===== src/rtl/alarm_pkg.sv =====
// Shared types and helpers for the multi-channel alarm controller.
package alarm_pkg;

   localparam int unsigned TIME_W_DEF  = 6;
   localparam int unsigned MAX_CH      = 8;
   localparam int unsigned MAX_FIELD_W = 8;
   localparam int unsigned PACK_W      = MAX_CH * MAX_FIELD_W;

   typedef enum logic [1:0] {
      IDLE    = 2'd0,
      RINGING = 2'd1,
      SNOOZED = 2'd2
   } state_t;

   // Extract channel idx from a packed per-channel vector of w-bit fields.
   function automatic logic [MAX_FIELD_W-1:0] ch_field(input logic [PACK_W-1:0] vec,
                                                       input int unsigned       idx,
                                                       input int unsigned       w);
      return MAX_FIELD_W'(vec >> (idx * w));
   endfunction

endpackage


===== src/rtl/alarm_match.sv =====
// Minute-edge detector plus per-channel time compare; hits pulse for one cycle per matching minute.
module alarm_match
   import alarm_pkg::*;
#(
   parameter int unsigned N_ALARMS = 4,
   parameter int unsigned TIME_W   = TIME_W_DEF
) (
   input  logic                       clk_1hz,
   input  logic                       reset_n,
   input  logic [TIME_W-1:0]          clockhour,
   input  logic [TIME_W-1:0]          clockminute,
   input  logic [N_ALARMS*TIME_W-1:0] alarmhour,
   input  logic [N_ALARMS*TIME_W-1:0] alarmminute,
   input  logic [N_ALARMS-1:0]        alarm_en,
   output logic [N_ALARMS-1:0]        hits_c
);

   logic [TIME_W-1:0] prev_minute;
   logic              primed;
   logic              tick_c;

   // primed keeps the first post-reset cycle from looking like a minute change
   always_ff @(posedge clk_1hz or negedge reset_n) begin
      if (!reset_n) begin
         prev_minute <= '0;
         primed      <= 1'b0;
      end else begin
         prev_minute <= clockminute;
         primed      <= 1'b1;
      end
   end

   assign tick_c = primed && (clockminute != prev_minute);

   always_comb begin
      hits_c = '0;
      for (int unsigned i = 0; i < N_ALARMS; i++) begin
         if (tick_c && alarm_en[i]
             && (clockhour   == TIME_W'(ch_field(PACK_W'(alarmhour),   i, TIME_W)))
             && (clockminute == TIME_W'(ch_field(PACK_W'(alarmminute), i, TIME_W))))
            hits_c[i] = 1'b1;
      end
   end

endmodule


===== src/rtl/alarm_controller.sv =====
// Multi-channel alarm controller: queues matched channels and rings them one at a time with snooze and timeout.
module alarm_controller
   import alarm_pkg::*;
#(
   parameter int unsigned N_ALARMS         = 4,
   parameter int unsigned TIME_W           = TIME_W_DEF,
   parameter int unsigned SNOOZE_SEC       = 300,
   parameter int unsigned RING_TIMEOUT_SEC = 120,
   parameter int unsigned MAX_SNOOZE       = 3,
   localparam int unsigned CH_W            = (N_ALARMS > 1) ? $clog2(N_ALARMS) : 1,
   localparam int unsigned SC_W            = (MAX_SNOOZE > 0) ? $clog2(MAX_SNOOZE + 1) : 1
) (
   input  logic                       clk_1hz,
   input  logic                       reset_n,
   input  logic [TIME_W-1:0]          clockhour,
   input  logic [TIME_W-1:0]          clockminute,
   input  logic [N_ALARMS*TIME_W-1:0] alarmhour,
   input  logic [N_ALARMS*TIME_W-1:0] alarmminute,
   input  logic [N_ALARMS-1:0]        alarm_en,
   input  logic                       snooze,
   input  logic                       dismiss,
   output logic                       alarmtrigger,
   output logic [CH_W-1:0]            active_ch,
   output logic                       snoozing,
   output logic [N_ALARMS-1:0]        pending,
   output logic [SC_W-1:0]            snooze_cnt
);

   localparam int unsigned TMR_MAX = (SNOOZE_SEC > RING_TIMEOUT_SEC) ? SNOOZE_SEC : RING_TIMEOUT_SEC;
   localparam int unsigned TMR_W   = (TMR_MAX > 1) ? $clog2(TMR_MAX) : 1;

   state_t              state, state_nxt;
   logic [TMR_W-1:0]    timer, timer_nxt;
   logic [SC_W-1:0]     snooze_cnt_nxt;
   logic [CH_W-1:0]     active_ch_nxt;
   logic [N_ALARMS-1:0] pending_nxt;
   logic [N_ALARMS-1:0] hits_c;
   logic [N_ALARMS-1:0] eff_c;
   logic [CH_W-1:0]     first_ch_c;
   logic                active_en_c;

   alarm_match #(
      .N_ALARMS (N_ALARMS),
      .TIME_W   (TIME_W)
   ) u_match (
      .clk_1hz     (clk_1hz),
      .reset_n     (reset_n),
      .clockhour   (clockhour),
      .clockminute (clockminute),
      .alarmhour   (alarmhour),
      .alarmminute (alarmminute),
      .alarm_en    (alarm_en),
      .hits_c      (hits_c)
   );

   // Queued plus fresh hits, with disabled channels dropped; lowest index wins
   always_comb begin
      eff_c      = (pending | hits_c) & alarm_en;
      first_ch_c = '0;
      for (int i = int'(N_ALARMS) - 1; i >= 0; i--) begin
         if (eff_c[i])
            first_ch_c = CH_W'(i);
      end
      active_en_c = alarm_en[active_ch];
   end

   // Next-state logic
   always_comb begin
      state_nxt      = state;
      timer_nxt      = timer;
      snooze_cnt_nxt = snooze_cnt;
      active_ch_nxt  = active_ch;
      pending_nxt    = eff_c;

      case (state)
         IDLE: begin
            if (eff_c != '0) begin
               state_nxt      = RINGING;
               active_ch_nxt  = first_ch_c;
               pending_nxt    = eff_c & ~(N_ALARMS'(1) << first_ch_c);
               timer_nxt      = '0;
               snooze_cnt_nxt = '0;
            end
         end
         RINGING: begin
            if (dismiss || !active_en_c) begin
               state_nxt     = IDLE;
               active_ch_nxt = '0;
               timer_nxt     = '0;
            end else if (snooze && (snooze_cnt < SC_W'(MAX_SNOOZE))) begin
               state_nxt      = SNOOZED;
               snooze_cnt_nxt = snooze_cnt + SC_W'(1);
               timer_nxt      = '0;
            end else if (timer == TMR_W'(RING_TIMEOUT_SEC - 1)) begin
               state_nxt     = IDLE;
               active_ch_nxt = '0;
               timer_nxt     = '0;
            end else begin
               timer_nxt = timer + TMR_W'(1);
            end
         end
         SNOOZED: begin
            if (dismiss || !active_en_c) begin
               state_nxt     = IDLE;
               active_ch_nxt = '0;
               timer_nxt     = '0;
            end else if (timer == TMR_W'(SNOOZE_SEC - 1)) begin
               state_nxt = RINGING;
               timer_nxt = '0;
            end else begin
               timer_nxt = timer + TMR_W'(1);
            end
         end
         default: begin
            state_nxt     = IDLE;
            active_ch_nxt = '0;
            timer_nxt     = '0;
         end
      endcase
   end

   // State and registered outputs
   always_ff @(posedge clk_1hz or negedge reset_n) begin
      if (!reset_n) begin
         state        <= IDLE;
         timer        <= '0;
         snooze_cnt   <= '0;
         active_ch    <= '0;
         pending      <= '0;
         alarmtrigger <= 1'b0;
         snoozing     <= 1'b0;
      end else begin
         state        <= state_nxt;
         timer        <= timer_nxt;
         snooze_cnt   <= snooze_cnt_nxt;
         active_ch    <= active_ch_nxt;
         pending      <= pending_nxt;
         alarmtrigger <= (state_nxt == RINGING);
         snoozing     <= (state_nxt == SNOOZED);
      end
   end

endmodule


===== config.mk =====
export PLATFORM = sky130hd
export DESIGN_NAME = alarm_controller
export DESIGN_NICKNAME = d
export VERILOG_FILES = /design/src/rtl/alarm_pkg.sv /design/src/rtl/alarm_match.sv /design/src/rtl/alarm_controller.sv
export SDC_FILE = /design/constraint.sdc
export NUM_CORES = 1
export LEC_CHECK = 0
export CAP_MARGIN = 5
export CELL_PAD_IN_SITES_DETAIL_PLACEMENT = 0
export CELL_PAD_IN_SITES_GLOBAL_PLACEMENT = 1
export CORE_UTILIZATION = 36
export DETAILED_ROUTE_END_ITERATION = 6
export PLACE_DENSITY = 0.83
export SYNTH_ARGS = -nofsm -noshare
export SYNTH_HDL_FRONTEND = slang
export SYNTH_HIERARCHICAL = 1
export SYNTH_SLANG_ARGS = --single-unit

===== constraint.sdc =====
create_clock -name clk_1hz -period 3.62 [get_ports clk_1hz]
set_input_delay 0.724 -clock clk_1hz [delete_from_list [all_inputs] [get_ports clk_1hz]]
set_output_delay 0.724 -clock clk_1hz [all_outputs]
set_load 0.03 [all_outputs]

==> summary.md, run 1 <==
| Metric | Value |
|---|---|
| Status | `completed` |
| Max_cap viols | `0` |
| Overall Global Routing Usage | `0.195` |
| Clk sink count | `28` |
| RSZ-0062 raised after global routing | `no` |
| Die height | `79.1 um` |
| Mapped cell area | `2140 um^2` |
| Reg2reg path depth | `9` |
| Peak VDD IR | `0.000141 V` |
| WL/cell | `15.7 um` |
| Hold_buf cts | `0` |
| Clock root buffer | `clkbuf_8` |
| Die X | `79.1 um` |
| Initial DRC Count | `86` |
| Worst hold stages | `2` |
| Endpoints failing setup | `0` |
| Predominant post-synthesis flop cell | `dfrtp_1` |
| DRC errors left | `0` |
| Dpl cells | `367` |
| Final core occ | `0.546` |
| Initial antenna violation count | `0` |
| Power per cell area | `between 200 and 250 nW/um^2` |
| Clk_lat worst skew | `0.28 ns` |
| Total core area | `5610 um^2` |
| Worst setup SP type | `primary input` |
| Fillers | `between 500 and 600` |
| H-Tree Depth | `1` |
| Area delta synth->final | `43.3%` |
| Nets@finish | `374` |
| Pre-CTS setup slack | `about 0.0046 ns` |
| Minimum clock period | `3.34 ns` |
| Max-slew violations | `0` |
| Total number of vias | `between 1,500 and 2,000` |
| Post-synth EDFFs | `0` |
| Async SR Flop Fraction | `1.00` |
| Worst min path class | `flip-flop to flip-flop` |
| Worst-path clk slew | `~0.1 ns` |
| I/O Pins | `78` |
| PortBufs | `77` |
| Detail Route Antenna Nets | `0` |
| Worst Path Max Fanout | `7` |
| Total grt overflow | `0` |
| Mapped Cells | `219` |
| Setup TNS | `0 ns` |
| Endpoint class of the critical path | `flip-flop` |
| Syn. warnings | `6` |
| Drt total wl | `around 5800 um` |
| Die area | `~6300 um^2` |
| Post-CTS resize count | `0` |
| Hold Violations, Final | `0` |
| Fmax | `about 300 MHz` |
| Crit Path Class | `primary input to flip-flop` |
| Final period util | `0.923` |
| Crit path DAT | `3.51 ns` |
| Fraction of layout cells with a size suffix above 1 | `0.0836` |
| Gpl congestion | `0.842` |
| Initial Util | `0.381` |
| Post-synth cell types | `51` |
| Vias in the first global route | `1,849` |
| CP required | `3.79 ns` |
| Diodes inserted | `0` |
| Pre-Repair DR Iteration Count | `4` |
| First-pass GRT wire length | `approximately 9500 um` |
| Post-CTS setup buffers | `0` |
| Dpl hpwl | `4670 um` |
| Seq/Total Area, Yosys | `0.328` |
| Largest net degree at the start of global routing | `29` |
| Leakage | `around 1.2 nW` |
| Rows | `27` |
| Max Buffers Root-to-Sink | `2` |
| Post-Syn Nets | `just under 300` |
| TritonCTS clock tree | `done` |
| Layout Cells excl Fill | `371` |
| Synthesized flop and latch total | `28` |
| TritonCTS buffer count | `3` |
| Vias per cell | `5.16` |
| Syn Area/Cell | `9.76 um^2` |
| Setup ws final | `~0.28 ns` |
| Clock Skews | `0.00353 ns` |
where the power goes:
| part | leakage, nW | switching, mW | internal, mW |
|---|---|---|---|
| registers | 0.375 | 0.00301 | 0.318 |
| logic | 0.801 | 0.0827 | 0.110 |
| clock network | 0.0357 | 0.102 | 0.148 |
state kept, by name (all words and copies together) (netlist names):
signal	count
active_ch	2
alarmtrigger	1
pending	4
snooze_cnt	2
snoozing	1
state	2
timer	9
u_match/prev_minute	6
u_match/primed	1
area by class of cell:
cell class / count / area, um^2 / share of cell area
clock buffers: 3 / 41.3 / 0.0135
clock inverters: 1 / 30.0 / 0.00980
inverters: 5 / 18.8 / 0.00612
multi-input cells: 178 / 1360 / 0.444
flip-flops and latches: 28 / 701 / 0.229
well taps: 72 / 90.1 / 0.0294
repair buffers: 84 / 823 / 0.269
final timing paths:
path | from | to | slack, ns
max | clockminute[2] | snooze_cnt[1]$_DFFE_PN0P_ | 0.28
min | timer[1]$_DFFE_PN0N_ | timer[1]$_DFFE_PN0N_ | 0.56
max reg2reg | u_match/prev_minute[2]$_DFF_PN0_ | snoozing$_DFF_PN0_ | 1.09
min reg2reg | timer[1]$_DFFE_PN0N_ | timer[1]$_DFFE_PN0N_ | 0.56
max in group asynchronous | reset_n | timer[7]$_DFFE_PN0N_ | 2.53
min in group asynchronous | reset_n | snoozing$_DFF_PN0_ | 0.81
per-layer routing:
metal | routed length (um) | up-vias | global-route usage
met3 | 261 | 4 | 0.0218
met5 | 0 | - | 0
li1 | - | 946 | -
met1 | 3010 | 915 | 0.299
met2 | 2540 | 49 | 0.298
met4 | 26 | 0 | 0.0273
synthesized netlist by cell type, types with 2 or more instances:
master,number,area share
nand3_1,7,0.016
a31oi_1,2,0.0059
xnor2_1,21,0.086
nor4_1,6,0.018
a22o_1,2,0.0082
nand4_1,12,0.035
inv_1,5,0.0088
nor3_1,4,0.0094
nor4_2,3,0.018
nand2b_1,2,0.0059
buf_6,3,0.016
nor2b_1,4,0.012
buf_2,2,0.0047
mux2i_1,2,0.0094
nor2_1,12,0.021
o21ai_0,6,0.014
xor2_1,37,0.15
dfrtp_1,28,0.33
a21oi_1,8,0.019
and2_1,2,0.0059
nand2_1,7,0.012
o21ai_1,5,0.012
ha_1,6,0.035
nor3b_1,2,0.0070
a311oi_1,2,0.0082
and3_1,4,0.012
worst max-delay path, stage by stage:
cell and delay [ns]:
clkdlybuf4s50_1 0.60, xor2_1 0.25, nor4_2 0.36, nand4_1 0.17, nor3_1 0.18, o21ai_0 0.18, nand2_1 0.16, or2_0 0.35
o21ai_0 0.21, a221o_1 0.33
cells in the final DEF (no fill, tap or decap), types with 2 or more instances in the layout:
cell type | netlist | routed
nor2_1 | 12 | 12
nor3b_1 | 2 | 2
ha_1 | 6 | 6
nor3_1 | 4 | 4
clkbuf_8 | 0 | 3
a21oi_1 | 8 | 8
and3_1 | 4 | 4
clkdlybuf4s50_1 | 0 | 77
o21ai_1 | 5 | 5
a22o_1 | 2 | 2
dfrtp_1 | 28 | 28
nand2_1 | 7 | 7
nand2b_1 | 2 | 2
nor4_1 | 6 | 6
inv_1 | 5 | 5
o21ai_0 | 6 | 6
a311oi_1 | 2 | 2
nand4_1 | 12 | 12
buf_4 | 1 | 7
and2_1 | 2 | 2
nand3_1 | 7 | 7
a31oi_1 | 2 | 2
xor2_1 | 37 | 37
nor2b_1 | 4 | 4
mux2i_1 | 2 | 2
nor4_2 | 3 | 3
xnor2_1 | 21 | 21
logic make-up after synthesis:
| family | after synthesis | synth area share |
|---|---|---|
| AO/OA/AOI/OAI | 34 | 0.116 |
| XOR/XNOR | 58 | 0.238 |
| adder cells (fa/ha/maj) | 6 | 0.0351 |
| buffers and inverters | 13 | 0.0363 |
| flip-flops | 28 | 0.328 |
| multiplexers | 4 | 0.0252 |
| other | 1 | 0.00175 |
| AND/OR/NAND/NOR | 75 | 0.220 |
per-stage QoR:
stage | hold slack (ns) | power, mW | cell area [um^2]
floorplan | 0.428 | 0.413 | 2140
global placement | 0.515 | 0.521 | 2990
detailed placement | 0.546 | 0.519 | 2990
CTS | 0.570 | 0.776 | 3060
global route | 0.600 | 0.793 | 3060
finish | 0.560 | 0.764 | 3060
(Power assumes the default switching activity.)
==> run 2: changes to the inputs <==
- CELL_PAD_IN_SITES_GLOBAL_PLACEMENT: 1 -> 2
- CORE_UTILIZATION: 36 -> 28
- PLACE_DENSITY: 0.83 -> 0.81
==> summary.md, run 2 (same netlist as run 1, synthesis figures left out) <==
| Metric | Value |
|---|---|
| Status | `completed` |
| Initial antenna violation count | `0` |
| Final core occ | `0.425` |
| Fmax | `slightly above 300 MHz` |
| I/O Pins | `between 70 and 80` |
| First-pass GRT wire length | `9250 um` |
| Clk_lat worst skew | `around 0.28 ns` |
| Worst hold stages | `2` |
| Diodes inserted | `0` |
| Gpl congestion | `0.824` |
| Nets@finish | `380` |
| Die X | `89.4 um` |
| H-Tree Depth | `1` |
| Most flops, register | `timer` |
| Most frequent cells in the layout | `clkdlybuf4s50_1 (77), xor2_1 (37), dfrtp_1 (28)` |
| Clk sink count | `28` |
| Total grt overflow | `0` |
| TritonCTS buffer count | `3` |
| Crit path DAT | `roughly 3.5 ns` |
| Worst setup startpoint | `clockminute[1]` |
| WL/cell | `14.8 um` |
| Reg2reg end | `timer[8]$_DFFE_PN0N_` |
| Biggest regs | `timer x9, u_match/prev_minute x6, pending x4` |
| Worst min path class | `flip-flop to flip-flop` |
| Worst setup SP type | `primary input` |
| Clock Skews | `around 0.0089 ns` |
| R2r setup slk | `1.17 ns` |
| Overall Global Routing Usage | `0.153` |
| Fraction of layout cells with a size suffix above 1 | `0.0987` |
| Worst-path clk slew | `0.10 ns` |
| Hold Violations, Final | `0` |
| DRC errors left | `0` |
| Max_cap viols | `0` |
| Max Buffers Root-to-Sink | `2` |
| Clock root buffer | `clkbuf_8` |
| Hold_buf cts | `0` |
| Initial DRC Count | `68` |
| Endpoint class of the critical path | `flip-flop` |
| Dpl hpwl | `4880 um` |
| Final period util | `0.898` |
| Area of the multi-input gates | `around 1400 um^2` |
| Area delta synth->final | `45.6%` |
| Max-slew violations | `0` |
| Fillers | `between 700 and 800` |
| Power per cell area | `222 nW/um^2` |
| Worst Path Max Fanout | `7` |
| Drt total wl | `5960 um` |
| Minimum clock period | `3.25 ns` |
| Register area | `between 700 and 800 um^2` |
| Commonest non-fill, non-tap cell in the layout | `clkdlybuf4s50_1` |
| CP required | `3.83 ns` |
| Vias in the first global route | `1,834` |
| RSZ-0062 raised after global routing | `no` |
| Tot Pwr | `691 uW` |
| Vias per cell | `roughly 4.7` |
| Largest net degree at the start of global routing | `29` |
| Total core area | `~7300 um^2` |
| Worst Hold Endpoint | `timer[1]$_DFFE_PN0N_` |
| Leakage | `1.23 nW` |
| PortBufs | `77` |
| Worst hold start | `timer[1]$_DFFE_PN0N_` |
| Die height | `89.4 um` |
| Post-CTS setup buffers | `0` |
| Total number of vias | `1,883` |
| Worst r2r src | `u_match/prev_minute[4]$_DFF_PN0_` |
| Peak VDD IR | `0.000165 V` |
| Endpoints failing setup | `0` |
| TritonCTS clock tree | `done` |
| Largest register FFs | `9` |
| Post-CTS resize count | `0` |
| Initial Util | `0.292` |
| Reg2reg path depth | `10` |
| Die area | `7990 um^2` |
| Pre-Repair DR Iteration Count | `4` |
| Crit Path Class | `primary input to flip-flop` |
| Detail Route Antenna Nets | `0` |
| Rows | `31` |
-- run 2: cell types whose count changed in the layout (fill, tap and decap cells not counted), sizes merged --
cell | previous run | this run
buf | 7 | 13
bufinv | 1 | 0
-- run 2: worst max path at each step --
stage	end	slack [ns]	cells past startpoint
6_report	timer[8]$_DFFE_PN0N_	0.37	12
5_1_grt	timer[8]$_DFFE_PN0N_	0.16	12
4_1_cts	timer[8]$_DFFE_PN0N_	0.33	12
3_5_place_dp	timer[8]$_DFFE_PN0N_	0.05	12
3_3_place_gp	timer[8]$_DFFE_PN0N_	-0.01	12
2_1_floorplan	snoozing$_DFF_PN0_	0.74	11
-- run 2: worst max-delay path, cell delays in order --
cell             delay, ns
clkdlybuf4s50_1       0.54
buf_4                 0.21
xor2_1                0.16
nor4_2                0.33
nand4_1               0.17
nor3_1                0.18
o21ai_0               0.15
nand2_1               0.15
nor2_1                0.05
buf_4                 0.16
or4_1                 0.47
a21oi_1               0.15
-- run 2: per-layer routing --
| metal | part of all wire | GRT usage | vias up | wire length (um) |
|---|---|---|---|---|
| li1 | - | - | 956 | - |
| met1 | 0.52 | 0.227 | 869 | 3110 |
| met2 | 0.42 | 0.239 | 49 | 2530 |
| met3 | 0.038 | 0.00923 | 9 | 227 |
| met4 | 0.016 | 0.0418 | 0 | 93 |
| met5 | 0 | 0 | - | 0 |
-- run 2: layout make-up --
| cell class | count | share of cell area |
|---|---|---|
| Multi-Input combinational cell | 178 | 0.437 |
| Timing Repair Buffer | 90 | 0.279 |
| Sequential cell | 28 | 0.225 |
| Tap cell | 99 | 0.0398 |
| Clock buffer | 3 | 0.0133 |
| Inverter | 5 | 0.00603 |
-- run 2: power by group --
group	switching (mW)	total, mW	internal, mW	leakage [nW]
Sequential	0.00323	0.321	0.318	0.375
Clock	0.0986	0.173	0.0748	0.0216
Combinational	0.0816	0.197	0.115	0.831
-- run 2: through the flow --
step	TNS (ns)	worst slack, ns	cells	hold slack (ns)	instance area [um^2]
6_report	0	0.369	403	0.544	3110
3_5_place_dp	0	0.0482	400	0.527	3070
2_1_floorplan	0	0.737	219	0.428	2140
5_1_grt	0	0.164	403	0.604	3110
3_3_place_gp	-0.0148	-0.0148	400	0.512	3070
4_1_cts	0	0.330	403	0.551	3110
